[config.mk]
export PLATFORM = sky130hd
export DESIGN_NAME = keypad_scanner
export DESIGN_NICKNAME = d
export VERILOG_FILES = /design/src/rtl/keypad_scanner.sv
export SDC_FILE = /design/constraint.sdc
export NUM_CORES = 1
export LEC_CHECK = 0
export ABC_AREA = 1
export BUFFER_PORTS_ARGS = -buffer_cell sky130_fd_sc_hd__buf_2
export CORE_AREA = 4 4 69 83
export DETAILED_ROUTE_END_ITERATION = 8
export DIE_AREA = 0 0 73 87
export SYNTH_ARGS = -nofsm -noshare
export SYNTH_HDL_FRONTEND = slang
export SYNTH_SLANG_ARGS = --single-unit
[constraint.sdc]
create_clock -name clk -period 2.07 [get_ports clk]
set_clock_uncertainty 0.05 [all_clocks]
set_input_delay 0 -clock clk [delete_from_list [all_inputs] [get_ports clk]]
set_output_delay 0 -clock clk [all_outputs]
set_load 0.02 [all_outputs]
[src/rtl/keypad_scanner.sv]
`timescale 1ns/1ps
// keypad_scanner
// Scans a 4x4 matrix keypad. It drives one column low at a time and samples
// the active-low rows after a settling delay. It captures the first closed
// contact as key_code = {row, col}. It then holds that column while the
// bounce stage asserts inhibit.
//
// Build option: define KEYSCAN_SYNC_EN to pass row_n through a 2-flop
// synchronizer (2-clock row latency). Without it, a single register stage
// is used (1-clock row latency). State-machine behaviour is identical.
module keypad_scanner #(
    parameter int SETTLE_CYCLES = 2700
) (
    input  logic       clk,
    input  logic       rst,
    input  logic [3:0] row_n,
    input  logic       inhibit,
    output logic [3:0] col_n,
    output logic       key_pressed,
    output logic [3:0] key_code
);

    localparam int              CNT_W    = (SETTLE_CYCLES > 1) ? $clog2(SETTLE_CYCLES) : 1;
    localparam logic [CNT_W-1:0] CNT_LAST = CNT_W'(SETTLE_CYCLES - 1);

    localparam logic [1:0] ST_SETTLE = 2'd0;
    localparam logic [1:0] ST_SAMPLE = 2'd1;
    localparam logic [1:0] ST_HOLD   = 2'd2;

    logic [1:0]       state;
    logic [CNT_W-1:0] settle_cnt;
    logic [1:0]       col_idx;
    logic [1:0]       held_row;
    logic [3:0]       row_s;
    logic             hit;
    logic [1:0]       hit_row;

    // ---- row conditioning stage ----
`ifdef KEYSCAN_SYNC_EN
    logic [3:0] row_p0;
    logic [3:0] row_p1;

    // Two-flop synchronizer; idles released so a sample right after reset sees no key.
    always_ff @(posedge clk or posedge rst) begin
        if (rst) begin
            row_p0 <= 4'hF;
            row_p1 <= 4'hF;
        end else begin
            row_p0 <= row_n;
            row_p1 <= row_p0;
        end
    end

    assign row_s = row_p1;
`else
    logic [3:0] row_p0;

    // Single register stage for rows that are already synchronous to clk.
    always_ff @(posedge clk or posedge rst) begin
        if (rst) begin
            row_p0 <= 4'hF;
        end else begin
            row_p0 <= row_n;
        end
    end

    assign row_s = row_p0;
`endif

    // ---- scan control stage ----
    // Priority encoder: the lowest-index low row wins within the driven column.
    always_comb begin
        hit     = 1'b0;
        hit_row = 2'd0;
        for (int i = 3; i >= 0; i--) begin
            if (!row_s[i]) begin
                hit     = 1'b1;
                hit_row = 2'(i);
            end
        end
    end

    // Scan FSM. col_n is kept as its own rotating register, so the pins come straight off flops.
    always_ff @(posedge clk or posedge rst) begin
        if (rst) begin
            state       <= ST_SETTLE;
            settle_cnt  <= '0;
            col_idx     <= 2'd0;
            col_n       <= 4'b1110;
            held_row    <= 2'd0;
            key_pressed <= 1'b0;
            key_code    <= 4'd0;
        end else begin
            case (state)
                ST_SETTLE: begin
                    key_pressed <= 1'b0;
                    // inhibit outside HOLD pauses the scan where it stands
                    if (!inhibit) begin
                        if (settle_cnt == CNT_LAST) begin
                            settle_cnt <= '0;
                            state      <= ST_SAMPLE;
                        end else begin
                            settle_cnt <= settle_cnt + 1'b1;
                        end
                    end
                end

                ST_SAMPLE: begin
                    if (!inhibit) begin
                        if (hit) begin
                            key_code    <= {hit_row, col_idx};
                            key_pressed <= 1'b1;
                            held_row    <= hit_row;
                            state       <= ST_HOLD;
                        end else begin
                            col_idx <= col_idx + 1'b1;
                            col_n   <= {col_n[2:0], col_n[3]};
                            state   <= ST_SETTLE;
                        end
                    end
                end

                ST_HOLD: begin
                    // follow only the captured contact; other keys are ignored
                    key_pressed <= ~row_s[held_row];
                    if (row_s[held_row] && !inhibit) begin
                        col_idx    <= col_idx + 1'b1;
                        col_n      <= {col_n[2:0], col_n[3]};
                        settle_cnt <= '0;
                        state      <= ST_SETTLE;
                    end
                end

                default: begin
                    state      <= ST_SETTLE;
                    settle_cnt <= '0;
                end
            endcase
        end
    end

endmodule

==> impl_metrics.ini <==
[global_route]
antenna_found_initial = 0
grt_pass1_wl_um = 5878
grt_util_all_layers_pct = 11.79
overflow = 0
grt_pass1_vias = 1355
grt_max_degree = 30

[worst_setup_path]
required_ps = 2200
cpMaxStageDelayCell = dfrtp_1
crit_buf_inv = 2
critPathLaunchType = flip-flop
rr_worst_depth = 7
critPathKind = reg -> reg
path_cells = inv_1, ha_1, a21oi_2, a21boi_4, nand2_1, nand2_1, inv_1
cp.arrival_ps = 1690
path_delay_family = compound AO/OA/AOI/OAI gates
cp.depth = 7
cp-end-kind = flip-flop
cp_max_fo = 8
cpPeakStageDelay_ps = 360

[timing]
slew_violations = 0
setup_violations = 0
fmax_ghz = 0.6391
slew_headroom_pct = 75.06
worstMarginPinSlew_ps = 374.1
finalHoldViolCount = 0
grt_setup_unrepaired = no
setup-tns-final_ps = 0
fin_ws_ps = 505.3
finalCritPeriodShare_pct = 75.59
fin_crit_ps = 1565

[logic_synthesis]
ys_warn_count = 0
syn_nets = 232
synth_area_leaders = dfrtp_1, nand2_1, dfstp_2
synth_top_cell_by_area = dfrtp_1
yosysTopAreaCellShare_pct = 32.88
ys_ff_latch = 29
synthCells = 220
netlist_area_um2 = 1674
syn_area_per_cell_um2 = 7.610
synthDistinctLibCells = 24
ys_seq_area_share_pct = 43.87

[place]
post-dp-hpwl_um = 2399
place.gp.congestion = 0.7591
post-place-ws_ps = 516.6
port_buffers = 15

[detailed_routing]
first_pass_iters = 4
drt_iter0_drc = 44
wl_per_cell_um = 10.55
vias_per_cell = 4.510
wirelength_um = 3248
antenna_left = 0
drc = 0
route.vias.total = 1389

[status]
outcome = finished clean

[worst_hold_path]
min_path_cells = 4
hold_path.class = in -> reg

[layout]
fillers = 500
fin_nets = 259
drive_above_1_share_pct = 17.74
area_growth_syn_to_layout_pct = 18.83
final_common_cell = nand2_1
final_cell_mix = nand2_1, inv_1, dfrtp_1, nand3_1, buf_2
antennaDiodeCount = 0

[floorplanning]
initial_utilization_pct = 33.89
core_region_area_um2 = 4940
num_rows = 28
die_x_um = 73
die_area_um2 = 6351
die_h_um = 87
num_io_pins = 16

[power_and_ir_drop]
power_mw = 2.270
switching_share_pct = 38.95
p_sw_mw = 0.8843
cellPowerDensity_nw_per_um2 = 1141
p_comb_share_pct = 39.5
p_clk_share_pct = 26.6
seqPwrFrac_pct = 33.9
ir_drop_uv = 387.4
p_int_mw = 1.386
p_leak_nw = 0.9944

[clocking]
cts_tree = built
root_buffer = clkbuf_8
insertion_delay_ps = 280
cts_made_buffers = 5
clock_path_buffers = 2
postCtsSetupRepairBufs = 0
h-tree-depth = 2
cts_resized = 0
path_clk_slew_ps = 60
clock_sinks = 29

[flow_run]
cap_violations = 0
sequential cells by signal, summed over array words and instances, names as in the netlist:
name         cells
col_idx          2
col_n            4
row_p0           4
key_code         3
state            2
held_row         1
settle_cnt      12
key_pressed      1
timing repair:
item	in CTS	in global routing
hold endpoints to repair	26	0
setup endpoints to repair	0	0
hold buffers	5	0
final timing paths:
kind | start | to | slack (ps)
worst max-delay path | state[1] | settle_cnt[11] | 510
worst min-delay path | inhibit | state[0] | 60
worst max register to register | state[1] | settle_cnt[11] | 510
worst min register to register | col_n[3] | col_n[3] | 430
max in group asynchronous | rst | col_n[2] | 1380
min in group asynchronous | rst | key_pressed | 280
stage by stage:
| stage | cell area, µm² | std cells | utilization [%] | hold slack [ps] |
|---|---|---|---|---|
| floorplan | 1674 | 220 | - | -45.52 |
| global placement | 1823 | 295 | 36.90 | 48.86 |
| detailed placement | 1823 | 295 | 36.90 | 47.28 |
| CTS | 1989 | 308 | 40.27 | 48.66 |
| global route | 1989 | 308 | 40.27 | 58.29 |
| finish | 1989 | 308 | 40.27 | 57.05 |
final cells by class:
type / instances / area [µm²] / share of cell area, %
clock inverter: 1 / 30.03 / 1.509
inverter: 35 / 131.4 / 6.604
multi-input combinational: 154 / 792.0 / 39.81
clock buffer: 7 / 86.33 / 4.340
tap: 60 / 75.07 / 3.774
sequential: 29 / 734.5 / 36.92
timing repair buffer: 22 / 140.1 / 7.044
kinds of logic (layout without fill, tap and decap cells):
kind of cell,after synthesis,after routing,synth area share [%]
and+or+nand+nor,122,122,32.66
buffers and inverters,37,65,8.818
DFF,29,29,43.87
AOI/OAI and AO/OA,23,23,8.820
adders and majority gates,5,5,3.737
xor gates and xnor gates,4,4,2.092
per-layer routing:
metal  vias up  global-route usage (%)  wire [µm]
li1        744                       -          -
met1       625                   14.73       1540
met2        14                   19.20       1543
met3         6                   2.425         83
met4         0                   5.537         80
met5         -                       0          0
worst register-to-register path: cells and delay by family (launching register included):
kind                     cells  cell delay, ps
AO/OA/AOI/OAI                2             560
flip-flops                   1             360
adder cells (fa/ha/maj)      1             250
AND/OR/NAND/NOR              2             150
buffers and inverters        2             100
power by group through the flow:
| stage | logic (mW) | clock network [mW] | registers, mW |
|---|---|---|---|
| floorplan | 0.689 | 0 | 0.813 |
| global placement | 0.894 | 0 | 0.776 |
| detailed placement | 0.902 | 0 | 0.778 |
| CTS | 0.915 | 0.621 | 0.768 |
| global route | 1.03 | 0.648 | 0.785 |
| finish | 0.897 | 0.605 | 0.769 |
Yosys cell counts:
master / instances
nand2_1: 78
inv_1: 34
dfrtp_1: 22
nand3_1: 16
o21ai_0: 13
nor2_1: 12
dfstp_2: 7
nand4_1: 7
o21ai_1: 6
ha_1: 5
xor2_1: 4
nand2_2: 2
nand3_2: 2
nor2_2: 2
a21boi_4: 1
a21oi_2: 1
a32oi_1: 1
buf_2: 1
buf_6: 1
inv_2: 1
nand2_4: 1
nand3_4: 1
nor2_4: 1
o21ai_4: 1
Power figures use the tool's default switching activity.
